**src/rtl/status_upload_ctrl.sv**
```systemverilog
// status_upload_ctrl: streams a header word plus a window of 64-bit status
// RAM words to a valid/ready TX sink. A credit counter (FIFO occupancy plus
// reads in flight) throttles reads so the 2-cycle RAM latency can never
// overflow the output FIFO under TX backpressure.
// Optional build macro STATUS_UPLOAD_CHKSUM_EN appends an XOR trailer word.
module status_upload_ctrl #(
    parameter int          RD_WORDS   = 128,
    parameter int          BASE_ADDR  = 0,
    parameter logic [15:0] HDR_MAGIC  = 16'h5A5A,
    parameter int          FIFO_DEPTH = 4
) (
    input  logic        sys_clk,
    input  logic        rst,
    input  logic        upload_req,
    output logic [6:0]  status_ram_addr,
    output logic        status_ram_rd_en,
    input  logic [63:0] status_ram_data,
    input  logic        status_ram_data_vld,
    output logic [63:0] tx_data,
    output logic        tx_valid,
    output logic        tx_last,
    input  logic        tx_ready,
    output logic        busy,
    output logic [7:0]  drop_cnt
);

    localparam int             PW       = (FIFO_DEPTH > 1) ? $clog2(FIFO_DEPTH) : 1;
    localparam int             CW       = $clog2(FIFO_DEPTH + 1);
    localparam logic [CW:0]    DEPTH_C  = (CW + 1)'(FIFO_DEPTH);
    localparam logic [CW-1:0]  FULL_C   = CW'(FIFO_DEPTH);
    localparam logic [CW-1:0]  ONE_C    = CW'(1);
    localparam logic [PW-1:0]  PTR_LAST = PW'(FIFO_DEPTH - 1);
    localparam logic [7:0]     LAST_IDX = 8'(RD_WORDS - 1);
    localparam logic [7:0]     WORDS_B  = 8'(RD_WORDS);
    localparam logic [6:0]     BASE_B   = 7'(BASE_ADDR);

`ifdef STATUS_UPLOAD_CHKSUM_EN
    typedef enum logic [2:0] {IDLE, HDR, READ, DRAIN, TRL} state_t;
`else
    typedef enum logic [2:0] {IDLE, HDR, READ, DRAIN} state_t;
`endif

    state_t          state, state_nxt;
    logic [64:0]     mem [FIFO_DEPTH];
    logic [PW-1:0]   wr_ptr, rd_ptr;
    logic [CW-1:0]   count;
    logic [CW-1:0]   inflight;
    logic [7:0]      seq;
    logic [7:0]      idx;
    logic            fifo_wr, fifo_rd;
    logic [64:0]     fifo_din;
    logic [64:0]     head;
    logic            data_take;
    logic            rd_en;
    logic            credit_ok;
    logic [63:0]     hdr_word;
    logic            last_data;
`ifdef STATUS_UPLOAD_CHKSUM_EN
    logic [63:0]     chksum;
    logic            trl_done;
    logic            trl_wr;
`endif

    function automatic logic [PW-1:0] ptr_inc(input logic [PW-1:0] p);
        return (p == PTR_LAST) ? '0 : p + PW'(1);
    endfunction

    assign hdr_word  = {HDR_MAGIC, seq, WORDS_B, 32'h0};
    assign credit_ok = ({1'b0, count} + {1'b0, inflight}) < DEPTH_C;
    // Returns arriving with nothing outstanding are leftovers from before a reset.
    assign data_take = status_ram_data_vld && (inflight != '0);
`ifdef STATUS_UPLOAD_CHKSUM_EN
    assign last_data = 1'b0;
`else
    // No reads are issued in DRAIN, so the return that empties the pipe is the final word.
    assign last_data = (state == DRAIN) && (inflight == ONE_C);
`endif

    assign head             = mem[rd_ptr];
    assign tx_valid         = (count != '0);
    assign tx_data          = tx_valid ? head[63:0] : '0;
    assign tx_last          = tx_valid && head[64];
    assign fifo_rd          = tx_valid && tx_ready;
    assign busy             = (state != IDLE);
    assign status_ram_rd_en = rd_en;
    assign status_ram_addr  = rd_en ? (BASE_B + idx[6:0]) : '0;

    // Next-state, read strobe and FIFO write selection.
    always_comb begin
        state_nxt = state;
        rd_en     = 1'b0;
        fifo_wr   = 1'b0;
        fifo_din  = '0;
`ifdef STATUS_UPLOAD_CHKSUM_EN
        trl_wr    = 1'b0;
`endif
        case (state)
            IDLE: begin
                if (upload_req) state_nxt = HDR;
            end
            HDR: begin
                fifo_wr   = 1'b1;
                fifo_din  = {1'b0, hdr_word};
                state_nxt = READ;
            end
            READ: begin
                if (credit_ok) begin
                    rd_en = 1'b1;
                    if (idx == LAST_IDX) state_nxt = DRAIN;
                end
            end
            DRAIN: begin
`ifdef STATUS_UPLOAD_CHKSUM_EN
                if (inflight == '0) state_nxt = TRL;
`else
                if ((inflight == '0) && (count == '0)) state_nxt = IDLE;
`endif
            end
`ifdef STATUS_UPLOAD_CHKSUM_EN
            TRL: begin
                if (!trl_done && (count != FULL_C)) begin
                    trl_wr   = 1'b1;
                    fifo_wr  = 1'b1;
                    fifo_din = {1'b1, chksum};
                end else if (trl_done && (count == '0)) begin
                    state_nxt = IDLE;
                end
            end
`endif
            default: state_nxt = IDLE;
        endcase
        if (data_take) begin
            fifo_wr  = 1'b1;
            fifo_din = {last_data, status_ram_data};
        end
    end

    // FIFO storage; pointers guard validity so entries need no reset.
    always_ff @(posedge sys_clk) begin
        if (fifo_wr) mem[wr_ptr] <= fifo_din;
    end

    // FIFO pointers and occupancy.
    always_ff @(posedge sys_clk) begin
        if (rst) begin
            wr_ptr <= '0;
            rd_ptr <= '0;
            count  <= '0;
        end else begin
            if (fifo_wr) wr_ptr <= ptr_inc(wr_ptr);
            if (fifo_rd) rd_ptr <= ptr_inc(rd_ptr);
            case ({fifo_wr, fifo_rd})
                2'b10:   count <= count + ONE_C;
                2'b01:   count <= count - ONE_C;
                default: count <= count;
            endcase
        end
    end

    // Control state, read index, in-flight credit, sequence and drop counter.
    always_ff @(posedge sys_clk) begin
        if (rst) begin
            state    <= IDLE;
            inflight <= '0;
            idx      <= '0;
            seq      <= '0;
            drop_cnt <= '0;
        end else begin
            state <= state_nxt;
            case ({rd_en, data_take})
                2'b10:   inflight <= inflight + ONE_C;
                2'b01:   inflight <= inflight - ONE_C;
                default: inflight <= inflight;
            endcase
            if (state == HDR)  idx <= '0;
            else if (rd_en)    idx <= idx + 8'd1;
            if (fifo_rd && head[64]) seq <= seq + 8'd1;
            if (upload_req && (state != IDLE) && (drop_cnt != 8'hFF))
                drop_cnt <= drop_cnt + 8'd1;
        end
    end

`ifdef STATUS_UPLOAD_CHKSUM_EN
    // Running XOR over header and data words as they enter the FIFO.
    always_ff @(posedge sys_clk) begin
        if (rst) begin
            chksum   <= '0;
            trl_done <= 1'b0;
        end else begin
            if (state == HDR)   chksum <= hdr_word;
            else if (data_take) chksum <= chksum ^ status_ram_data;
            if (state == HDR)   trl_done <= 1'b0;
            else if (trl_wr)    trl_done <= 1'b1;
        end
    end
`endif

    // Credit accounting must make a write into a full FIFO impossible.
    always_ff @(posedge sys_clk) begin
        if (!rst) assert (!(fifo_wr && (count == FULL_C)));
    end

endmodule
```
**config.mk**
```make
export PLATFORM = sky130hd
export DESIGN_NAME = status_upload_ctrl
export DESIGN_NICKNAME = d
export VERILOG_FILES = /design/src/rtl/status_upload_ctrl.sv
export SDC_FILE = /design/constraint.sdc
export NUM_CORES = 1
export LEC_CHECK = 0
export CAP_MARGIN = 20
export CORE_MARGIN = 2
export CORE_UTILIZATION = 45
export DETAILED_ROUTE_END_ITERATION = 16
export GPL_TIMING_DRIVEN = 0
export PLACE_DENSITY = 0.67
export SLEW_MARGIN = 10
export SYNTH_ARGS = -nofsm -noshare
export SYNTH_HDL_FRONTEND = slang
export SYNTH_SLANG_ARGS = --single-unit
```
**constraint.sdc**
```tcl
create_clock -name sys_clk -period 14.4 [get_ports sys_clk]
set_input_delay 1.44 -clock sys_clk [delete_from_list [all_inputs] [get_ports sys_clk]]
set_output_delay 1.44 -clock sys_clk [all_outputs]
set_load 0.03 [all_outputs]
```
==> impl_metrics.csv <==
group,metric,value,unit
global_route,grt_use_total,17.9,%
power,pwr_density_cell,206,nW/um2
yosys,async_flop_share,0,%
power,comb_power_share,38.2,%
layout,final_common_cell,"edfxtp_1",
setup_path,path_class,"flip-flop to output port",
cts,cts_setup_buffers,0,
die,coreArea,26900,um2
cts,clock_path_buffers,3,
cts,cts_buffers,31,
hold_path,hp-class,"flip-flop to flip-flop",
global_route,grt_max_degree,27,
timing,skew,0.0134,ns
yosys,syn-instance-count,736,
power,p_clk_share,23.0,%
yosys,synth_edf_count,260,
global_route,antenna_found_initial,1,
die,rows,60,
job,cap_violations,0,
route,drt_wl_total,25.2,mm
global_route,first_global_vias,7161,
cts,cts_hold_buf,0,
global_route,grt_pass1_wl,39.5,mm
setup_path,critPathLaunch,"count[0]",
die,die_h,169,um
route,route.detailed.drc,0,
timing,slew_viol_final,0,
cts,cts.sinks,298,
yosys,ys_warn_count,0,
timing,hold_viol_final,0,
layout,syn_to_final_growth,25.2,%
timing,finalSetupViolCount,0,
setup_path,endpoint,"tx_data[50]",
setup_path,critPathRequiredTime,12.96,ns
route,drt_iter0_markers,466,
power,pwr-share-seq,38.9,%
yosys,synth_top_flop_cell,"edfxtp_1",
global_route,grt-ovfl-total,0,
layout,fill_cells,2159,
cts,cts_tree,"built",
timing,setup_tns,0,ns
layout,final_cell_mix,"260 x edfxtp_1, 151 x clkdlybuf4s50_1, 120 x and2_1",
setup_path,crit-reg2reg-capture,"mem[3][21]",
power,power_switching,0.00105,W
power,intPower,0.00212,W
route,firstDrtPassIters,5,
die,die-width,169,um
yosys,synth_top_cell_by_area,"edfxtp_1",
cts,clk_pin_slew,0.06,ns
route,vias_per_cell,5.27,
layout,layout-drive-gt1-share,14.0,%
yosys,yosys_register_bits,298,
layout,fin_util,57.3,%
layout,layoutNonFillerInstCount,1295,
yosys,postSynthAreaPerCell,16.7,um2
route,wire_per_inst,19.5,um
placement,placed_cells,1237,
timing,fmax,0.223,GHz
cts,cts_root_buf,"clkbuf_16",
timing,worst_pin_slew,0.932,ns
placement,gp_congestion,0.788,
timing,period_minus_slack,4.49,ns
setup_path,reg2reg_slack,11.43,ns
yosys,netlist.area_leader.share,63.5,%
die,die-area,28700,um2
yosys,synth_area,12300,um2
die,boundaryPins,152,
layout,fin_nets,1019,
run_status,status,"complete, no violations",
die,start_util,45.8,%
placement,dp_hpwl,16.7,mm
timing,relSlewSlack,37.6,%
cts,insertion_delay,0.53,ns
setup_path,rr_startpoint,"inflight[0]",
setup_path,start_kind,"flip-flop",
cts,cts_resized,0,
power,switching_share,33.0,%
placement,io_buffer_count,151,
power,total_leakage_power,5.22,nW
timing,finalCritPeriodShare,31.2,%
route,final_antenna_net_count,0,
yosys,synth_area_leaders,"edfxtp_1 63%, mux4_2 12%, dfxtp_1 6.2%",
setup_path,worstPathArrival,3.05,ns
yosys,yosysUniqueCellTypes,43,
yosys,synth-seq-area-share,69.7,%
cts,htree_levels,1,
timing,rsz0062_at_grt,"false",
yosys,synth_fp_nets,826,
power,ir_worst_vdd,0.000107,V
setup_path,path_max_fanout,10,
setup_path,rr_worst_depth,8,
setup_path,endpoint_kind,"output port",
route,vias,6820,
==> cells in the mapped netlist, drive strengths merged (2+ instances only) <==
cell type,instances
nor2b,7
ha,20
nand4,6
or3,10
dfxtp,38
and3,5
xor2,13
nand3,9
or4,2
a21oi,15
buf,20
a21o,9
o21ai,18
clkbuf,18
nand2,30
inv,16
mux4,65
edfxtp,260
and2,120
nor2,28
nor3,2
nand2b,2
o31ai,2
mux2i,6
==> routing by layer <==
metal	up-vias	global-route usage [%]	routed length, um	part of all wire [%]
met2	194	31.2	12600	50
met1	3417	23.5	10800	43
met5	-	0	0	0
met3	26	3.31	1460	5.8
li1	3183	-	-	-
met4	0	3.90	360	1.4
==> through the flow <==
stage,setup WS (ns),hold slack (ns),power [W],area [um2]
floorplan,9.18,0.454,0.00202,12300
global placement,6.09,0.465,0.00246,14200
detailed placement,10.19,0.474,0.00249,14500
CTS,9.80,0.487,0.00322,15400
global route,9.69,0.529,0.00334,15400
finish,9.91,0.486,0.00317,15400
==> registers in the layout, indices dropped and copies added (netlist names), named ones only <==
signal	count
mem	260
drop_cnt	8
idx	8
seq	8
count	3
inflight	3
rd_ptr	2
state	2
wr_ptr	2
==> cell families (layout without fill, tap and decap cells) <==
group	Yosys count	count (layout)	synth area share (%)
AOI/OAI and AO/OA	53	53	2.63
and+or+nand+nor	225	225	10.2
xor gates and xnor gates	14	14	0.997
other	0	1	0
buffers and inverters	54	271	1.89
muxes	71	71	12.4
DFF	298	298	69.7
adders and majority gates	21	21	2.20
==> power by group through the flow <==
stage / sequential (W) / clock (W) / combinational, W
after floorplan: 0.00126 / 0 / 0.000762
after global placement: 0.00128 / 0 / 0.00118
after detailed placement: 0.00125 / 0 / 0.00124
after CTS: 0.00123 / 0.000748 / 0.00124
after global routing: 0.00125 / 0.000781 / 0.00131
final: 0.00123 / 0.000728 / 0.00121
==> cell type report <==
class / count / area (um2) / share of cell area [%]
Clock inverter: 15 / 120 / 0.780
Multi-Input combinational cell: 384 / 3530 / 22.9
Clock buffer: 42 / 817 / 5.31
Inverter: 16 / 60.1 / 0.390
Buffer: 38 / 173 / 1.12
Tap cell: 341 / 427 / 2.77
Timing Repair Buffer: 160 / 1700 / 11.0
Antenna cell: 1 / 2.50 / 0.0163
Sequential cell: 298 / 8570 / 55.7
==> worst min path at each step <==
stage	from	to	slack [ns]	depth (start not counted)
final	seq[1]	seq[1]	0.49	2
after global routing	seq[1]	seq[1]	0.53	2
after CTS	seq[1]	seq[1]	0.49	2
after detailed placement	idx[7]	idx[7]	0.47	2
after global placement	idx[7]	idx[7]	0.46	2
after floorplan	idx[7]	idx[7]	0.45	2
==> critical path: stages (launching register included) <==
cell             delay, ns
dfxtp_1               0.43
nor3_1                0.12
inv_2                 0.14
clkbuf_1              0.43
clkbuf_1              0.44
and2_1                0.20
clkdlybuf4s50_1       0.74
Power figures use the tool's default switching activity.
